<file path="src/rtl/alu_iterative.sv">
// Execute-stage ALU: single-cycle AND/OR/ADD/SUB and an iterative shift-add MUL
// that takes WIDTH clocks, with a start/busy/valid handshake and a flush abort.
module alu_iterative #(
  parameter int WIDTH = 32,
  parameter int CW    = 6
) (
  input  logic             clk_i,
  input  logic             rst_i,
  input  logic             start_i,
  input  logic             flush_i,
  input  logic [2:0]       ALUCtrl_i,
  input  logic [WIDTH-1:0] data1_i,
  input  logic [WIDTH-1:0] data2_i,
  output logic [WIDTH-1:0] data_o,
  output logic             zero_o,
  output logic             valid_o,
  output logic             busy_o,
  output logic             dbg_state_o
);

  // Handshake: start_i is accepted only on an edge where the FSM is IDLE and
  // flush_i is low; busy_o high means any start_i is ignored; valid_o pulses
  // for exactly one cycle on the edge that updates data_o/zero_o.
  localparam logic [2:0] OP_AND = 3'b000;
  localparam logic [2:0] OP_OR  = 3'b001;
  localparam logic [2:0] OP_ADD = 3'b010;
  localparam logic [2:0] OP_SUB = 3'b110;
  localparam logic [2:0] OP_MUL = 3'b011;

  typedef enum logic [0:0] {
    IDLE = 1'b0,
    MUL  = 1'b1
  } state_t;

  state_t           state_q, state_n;
  logic [WIDTH-1:0] acc_q, acc_n;
  logic [WIDTH-1:0] mcand_q, mcand_n;
  logic [WIDTH-1:0] mplier_q, mplier_n;
  logic [CW-1:0]    cnt_q, cnt_n;
  logic [WIDTH-1:0] data_q, data_n;
  logic             zero_q, zero_n;
  logic             valid_q, valid_n;
  logic [WIDTH-1:0] alu_res;
  logic [WIDTH-1:0] acc_sum;

  always_comb begin
    alu_res = '0;
    case (ALUCtrl_i)
      OP_AND:  alu_res = data1_i & data2_i;
      OP_OR:   alu_res = data1_i | data2_i;
      OP_ADD:  alu_res = data1_i + data2_i;
      OP_SUB:  alu_res = data1_i - data2_i;
      default: alu_res = '0;
    endcase
  end

  // Accumulator value including the current iteration's partial product.
  assign acc_sum = acc_q + (mplier_q[0] ? mcand_q : '0);

  always_comb begin
    state_n  = state_q;
    acc_n    = acc_q;
    mcand_n  = mcand_q;
    mplier_n = mplier_q;
    cnt_n    = cnt_q;
    data_n   = data_q;
    zero_n   = zero_q;
    valid_n  = 1'b0;
    case (state_q)
      IDLE: begin
        if (!flush_i && start_i) begin
          if (ALUCtrl_i == OP_MUL) begin
            mcand_n  = data1_i;
            mplier_n = data2_i;
            acc_n    = '0;
            cnt_n    = '0;
            state_n  = MUL;
          end else begin
            data_n  = alu_res;
            zero_n  = (alu_res == '0);
            valid_n = 1'b1;
          end
        end
      end
      MUL: begin
        if (flush_i) begin
          state_n = IDLE;
        end else begin
          acc_n    = acc_sum;
          mcand_n  = mcand_q << 1;
          mplier_n = mplier_q >> 1;
          cnt_n    = cnt_q + CW'(1);
          if (cnt_q == CW'(WIDTH - 1)) begin
            data_n  = acc_sum;
            zero_n  = (acc_sum == '0);
            valid_n = 1'b1;
            state_n = IDLE;
          end
        end
      end
      default: state_n = IDLE;
    endcase
  end

  always_ff @(posedge clk_i or negedge rst_i) begin
    if (!rst_i) begin
      state_q  <= IDLE;
      acc_q    <= '0;
      mcand_q  <= '0;
      mplier_q <= '0;
      cnt_q    <= '0;
      data_q   <= '0;
      zero_q   <= 1'b1;
      valid_q  <= 1'b0;
    end else begin
      state_q  <= state_n;
      acc_q    <= acc_n;
      mcand_q  <= mcand_n;
      mplier_q <= mplier_n;
      cnt_q    <= cnt_n;
      data_q   <= data_n;
      zero_q   <= zero_n;
      valid_q  <= valid_n;
    end
  end

  assign data_o      = data_q;
  assign zero_o      = zero_q;
  assign valid_o     = valid_q;
  assign busy_o      = (state_q == MUL);
  assign dbg_state_o = state_q;

endmodule

</file>
<file path="config.mk">
export PLATFORM = sky130hd
export DESIGN_NAME = alu_iterative
export DESIGN_NICKNAME = d
export VERILOG_FILES = /design/src/rtl/alu_iterative.sv
export SDC_FILE = /design/constraint.sdc
export NUM_CORES = 1
export LEC_CHECK = 0
export CORE_AREA = 8 8 151 153
export DETAILED_ROUTE_END_ITERATION = 10
export DIE_AREA = 0 0 159 161
export GPL_TIMING_DRIVEN = 0
export PLACE_DENSITY = 0.77
export SYNTH_ARGS = -nofsm -noshare
export SYNTH_HDL_FRONTEND = slang
export SYNTH_SLANG_ARGS = --single-unit
</file>
<file path="constraint.sdc">
create_clock -name clk_i -period 3.54 [get_ports clk_i]
set_input_delay 0.708 -clock clk_i [delete_from_list [all_inputs] [get_ports clk_i]]
set_output_delay 0.708 -clock clk_i [all_outputs]
set_load 0.02 [all_outputs]
</file>
## After elaboration in Yosys (flattened, before gate mapping)

Index checks and enable logic that the tools add are counted.

- Flip-flop bits (word level): 137
- Bits in latches: 0
- Bits in writable memories: 0
- Bits in read-only memories: 0
- Input port bits: 71
- Output and inout bits: 36
- Logic and storage cells: 70
- Memories: 0

- $add $sub $neg: 4
- Multipliers: 0
- Div/mod/pow operators: 0
- Order comparisons: 0
- Equality and inequality tests: 10
- Shifts and indexed selects: 0
- Muxes and demuxes: 38
- Bitwise operators: 3
- Reductions and logical operators: 7

Operators by type and width:

| operator | number |
|---|---|
| 32-bit 2-to-1 mux | 14 |
| 32-bit case mux with 2 select lines | 4 |
| 32-bit case mux with 4 select lines | 1 |
| 32-bit adder | 2 |
| 32-bit logical NOT | 2 |
| 32-bit bitwise AND | 1 |
| 32-bit OR | 1 |
| 32-bit subtractor | 1 |
| 6-bit 2-to-1 mux | 3 |
| 1-bit 2-to-1 mux | 12 |
| 6-bit case mux with 2 select lines | 1 |
| 2-bit inequality test, second input constant | 4 |
| 6-bit by 1-bit adder with 6-bit output, second input constant | 1 |
| 3-bit by 2-bit equality test with 1-bit output, second input constant | 2 |
| 6-bit by 5-bit equality test with 1-bit output, second input constant | 1 |
| 1-bit case mux with 2 select lines | 3 |
| 4-bit AND reduction | 1 |
| 3-bit by 1-bit equality test with 1-bit output, second input constant | 1 |
| 3-bit equality test, second input constant | 1 |
| 3-bit logical NOT | 1 |
| 3-bit AND reduction | 1 |
| 2-bit by 1-bit inequality test with 1-bit output, second input constant | 1 |
| 1-bit logical AND | 1 |
| 1-bit logical NOT | 1 |
| 1-bit inverter | 1 |

## Longest topological paths before layout

- Word-level depth: 6
- Mapped depth: 22
- Gate-level depth less buffers: 21

## Worst setup path after synthesis

Ideal clock, no wire load.

- Path kind: input -> register
- Start point: input ALUCtrl_i[1]
- End point: register zero_q, in the netlist zero_o
- Library setup time: 0.061 ns
- Data arrival time: 4.827 ns
- Required time: 3.479 ns
- Setup slack: -1.347 ns
- Stages: 20
- Path buffers: 4
- Cells stage by stage: nor2b_1 > clkbuf_1 > clkbuf_1 > clkbuf_1 > and2_1 > clkbuf_1 > nor2_1 > xnor2_1 > ha_1 > nor2b_4 > o2111a_1 > o31a_1 > o2111ai_2 > nand3_2 > a31o_1 > a221o_1 > nor4_1 > nand4_1 > o31ai_1 > a31o_1

- Word-level cells in the longest chain between the ends: 6
- Elaborated cells between the ends (all ways): 12
- Those cells by class: eq/ne (5); mux (4); reduce/logical (3)

Ends and longest elaborated chain:

| what | RTL line | source |
|---|---|---|
| start, declared | 11 | `input logic [2:0] ALUCtrl_i,` |
| 3-bit equality test, or another cell as far along | 48 | `case (ALUCtrl_i)` |
| 32-bit case mux with 4 select lines | 48 |  |
| 32-bit logical NOT | 80 | `zero_n = (alu_res == '0);` |
| 1-bit 2-to-1 mux | 72 | `if (ALUCtrl_i == OP_MUL) begin` |
| 1-bit 2-to-1 mux | 71 | `if (!flush_i && start_i) begin` |
| 1-bit case mux with 2 select lines | 69 | `case (state_q)` |
| end signal, assigned | 122 | `zero_q <= zero_n;` |
| end, declared | 41 | `logic zero_q, zero_n;` |

Several ways; a longest one is shown, not always the timed one. The select of a mux whose other input is x is not followed.
A chain may end at the register's enable or synchronous reset.

## Final worst setup path

- Start point: input data2_i[0]
- End point: register zero_q, in the netlist zero_o

- Word-level cells in the longest chain between the ends: 6
- Elaborated cells between the ends (all ways): 9
- Those cells by class: add/sub (2); mux (4); bitwise (2); reduce/logical (1)

Ends and longest elaborated chain:

| what | RTL line | source |
|---|---|---|
| start, declared | 13 | `input logic [WIDTH-1:0] data2_i,` |
| 32-bit subtractor, or another cell as far along | 52 | `OP_SUB: alu_res = data1_i - data2_i;` |
| 32-bit case mux with 4 select lines (*) | 48 |  |
| 32-bit logical NOT (*) | 80 |  |
| 1-bit 2-to-1 mux (*) | 72 |  |
| 1-bit 2-to-1 mux (*) | 71 |  |
| 1-bit case mux with 2 select lines (*) | 69 |  |

Every way passes the cells marked *; elsewhere a longest branch is shown, timed or not. The select of a mux whose other input is x is not followed.

==> results.md <==
- Final ANT Viol Nets: 0
- Slew Limit Fails: 0
- CP startpoint kind: input pin
- Post-Route WL: 40,600 um
- Initial antenna violation count: 0
- Routed len/inst: around 23 um
- Number of synthesized flops with an enable pin: 0
- Clock Tree Buf Depth: 2
- CP Data Required Time: 3.93 ns
- DIE WIDTH: 159 um
- Dpl hpwl: 29,500 um
- I/O pin total: 107
- RSZ-0062 raised after global routing: yes
- Netlist cell types: 78
- Residual DRC: 0
- Main flop type after synthesis: dfrtp_1
- Worst setup endpoint: zero_o
- Starting density of the core: between 50% and 60%
- Critical R2R Launch: mplier_q[0]
- NumNets Final: between 1,500 and 2,000
- Dpl ws: -2.46 ns
- Sum Neg Setup Slack: -10.83 ns
- Root buffer cell: clkbuf_16
- Leakage: roughly 6.2 nW
- Antenna Diode Count: 0
- Post-synth ARST share: 100%
- Clock tree from TritonCTS: built
- Clock skew: 0.0145 ns
- GR Util met3: 5.60%
- Clock Pin Slew Worst Setup and Hold Paths: around 0.07 ns
- Largest net degree at the start of global routing: 90
- Num CTS Buffers: 17
- Std cell rows: 53
- Iteration count of the initial detailed-routing pass: 6
- Most Used Layer, Global Route: met2
- Hold WS: 0.197 ns
- Clock sinks: 137
- Reg-to-reg slack, setup: -0.36 ns
- Grt met1 use: about two fifths
- GRT Util Overall: 29.7%
- Max cap viols: 0
- Total die area: 25,600 sq um
- First-pass GRT wire length: 60,200 um
- DP Cell Count: roughly 1,700
- Post-Synthesis Cells: 1,330
- R2R cell count: 14
- Kind of critical path: input pin to register
- YS warnings: 0
- Grt total ovfl: 0
- WP data arrival: between 4 and 5 ns
- Crit path max fanout: 5
- Least-Margin Pin Slew: roughly 1.3 ns
- PnR worst setup slack: -0.992 ns
- Yosys reg bits: 137
- Vias: 11,500
- Design Power: between 6 and 7 mW
- Via-per-instance ratio: between 6 and 7
- # setup viols final: 24
- Sequential element share of the synthesized area: 31.0%
- H-tree depth: 4
- R2R Path End: zero_o
- Pwr Density: 433 nW/um^2
- Outcome: finished with violations
- Worst slew margin: 12.2%
- Die Y: 161 um
- Number of buffers added on ports: 102
- Clock latency at the later pin of the worst-skew pair: 0.45 ns
- Layout area overhead: 35.2%
- Proportion of layout cells with a drive suffix above 1: between 20 and 25%
- Crit path time final: 4.53 ns
- Met2 global-route usage: between 40% and 50%
- Routability Congestion: 0.933
- Mapped Nets: 1,469
- Synthesized cell area: 11,100 sq um
- Starting DRT DRC Count: roughly 1,200
- Hold Path Class: input pin to async pin
- Hold Vio Cnt, Final: 0
- CP startpoint: data2_i[0]
- Violated checks: setup timing
- Max Freq: 0.221 GHz
- Critical path capture point type: register
- VDD IR max: 0.354 mV
- Post-route insts no fill: around 1,800
- Core area: between 20,000 and 25,000 sq um
- Final period util: 128%
- Synthesized area per cell: 8.32 sq um
- Vias in the first global route: approximately 11,000
==> worst max-delay path, cell delays in order <==
cell and delay, ns:
buf_12 0.11, inv_12 0.05, ha_4 0.14, nand2b_4 0.05
or4_4 0.44, nor2_4 0.10, nand2_2 0.08, or3_4 0.37
buf_6 0.14, o41ai_4 0.21, xor2_1 0.19, ha_1 0.31
a21o_1 0.18, a21o_1 0.23, nor3b_2 0.16, nand3_1 0.14
a32o_2 0.32, mux2_4 0.33, nor3_2 0.15, nand4_1 0.15
o31ai_2 0.21, a31o_1 0.13
==> report_power, final <==
| part | total (mW) | switching [mW] | internal (mW) | leakage [nW] |
|---|---|---|---|---|
| Combinational | 2.59 | 1.46 | 1.13 | 4.16 |
| Clock | 1.80 | 0.819 | 0.981 | 0.267 |
| Sequential | 2.09 | 0.213 | 1.87 | 1.78 |
| Total | 6.48 | 2.49 | 3.99 | 6.21 |
==> flip-flops by register name (all words and copies together) (netlist names) <==
register and count:
mcand_q 32, busy_o 1, acc_q 32, cnt_q 6, valid_o 1, data_o 32
zero_o 1, mplier_q 32
==> routing by layer <==
layer  routed length (um)  part of all wire, %
met5                    0                    0
met4                 1680                  4.1
met3                 3310                  8.2
met2                19100                   47
met1                16600                   41
==> timing repair <==
action                     4_1_cts  5_1_grt
hold buffers                     0        0
buffers inserted                37       31
cloned                           0        1
resized for setup              189      162
setup endpoints to repair       50       47
pin swaps                       60       67
==> cell families after synthesis <==
group | after synthesis | share of synthesized area, %
AO/OA/AOI/OAI | 417 | 23.8
XOR/XNOR | 76 | 6.01
adder cells (fa/ha/maj) | 96 | 10.4
buffers and inverters | 105 | 3.64
flip-flops | 137 | 31.0
multiplexers | 81 | 7.43
AND/OR/NAND/NOR | 418 | 17.8
==> cells in the final DEF, fill, tap and decap left out, types with 19 or more instances in the layout <==
cell             instances
o21ai_0                122
maj3_1                  28
ha_1                    46
inv_1                   25
and2_1                  36
a21oi_2                 21
buf_4                   59
nor2_1                  50
a21o_1                  24
dfrtp_1                135
a21oi_1                 59
mux2i_1                 70
xor2_1                  32
nand2_1                183
xnor2_1                 34
clkbuf_1                39
clkbuf_16               19
clkdlybuf4s50_1         83
o21ai_1                 23
==> through the flow <==
step           util [%]  area, sq um
5_1_grt            72.8        15000
3_5_place_dp       61.4        12600
3_3_place_gp       61.3        12600
6_report           72.8        15000
4_1_cts            68.3        14000
2_1_floorplan         -        11200
==> cell usage after synthesis, types with 6 or more instances <==
cell / n / area [sq um]
nand2_1: 193 / 724
o21ai_0: 160 / 801
dfrtp_1: 136 / 3400
a21oi_1: 85 / 425
mux2i_1: 72 / 721
ha_1: 66 / 826
nor2_1: 64 / 240
clkbuf_1: 58 / 218
and2_1: 39 / 244
xnor2_1: 39 / 342
xor2_1: 37 / 324
inv_1: 28 / 105
maj3_1: 28 / 280
a21o_1: 24 / 180
nor3_1: 21 / 105
a22o_1: 17 / 149
nand3_1: 17 / 85.1
buf_1: 14 / 52.6
nor4_1: 14 / 87.6
a31oi_1: 13 / 81.3
o31ai_1: 13 / 97.6
nand2b_1: 11 / 68.8
nand4_1: 11 / 68.8
nor2b_1: 10 / 62.6
mux2_2: 9 / 101
a211oi_1: 8 / 60.1
a22oi_1: 8 / 60.1
o21a_1: 7 / 52.6
o21bai_1: 7 / 52.6
and3_1: 6 / 37.5
nor3b_1: 6 / 45.0
o211ai_1: 6 / 45.0
or3_1: 6 / 37.5
or4_1: 6 / 45.0
==> worst min-delay path by stage <==
stage | start | end | slack (ns) | cells past startpoint
global placement | data_o[8] | data_o[8] | 0.46 | 2
CTS | rst_i | mplier_q[3] | 0.22 | 1
finish | rst_i | mplier_q[2] | 0.20 | 1
floorplan | rst_i | acc_q[0] | 0.41 | 0
detailed placement | data_o[28] | data_o[28] | 0.47 | 2
global route | rst_i | mplier_q[2] | 0.24 | 1
==> layout make-up <==
type / instances / area, sq um
multi-input cells: 1088 / 8570
fillers: 1553 / 5590
flip-flops and latches: 137 / 3430
repair buffers: 170 / 1590
clock buffers: 17 / 425
well taps: 275 / 344
plain buffers: 65 / 338
clock inverters: 14 / 140
inverters: 28 / 123
No activity file was read; power rests on OpenSTA's default activity.
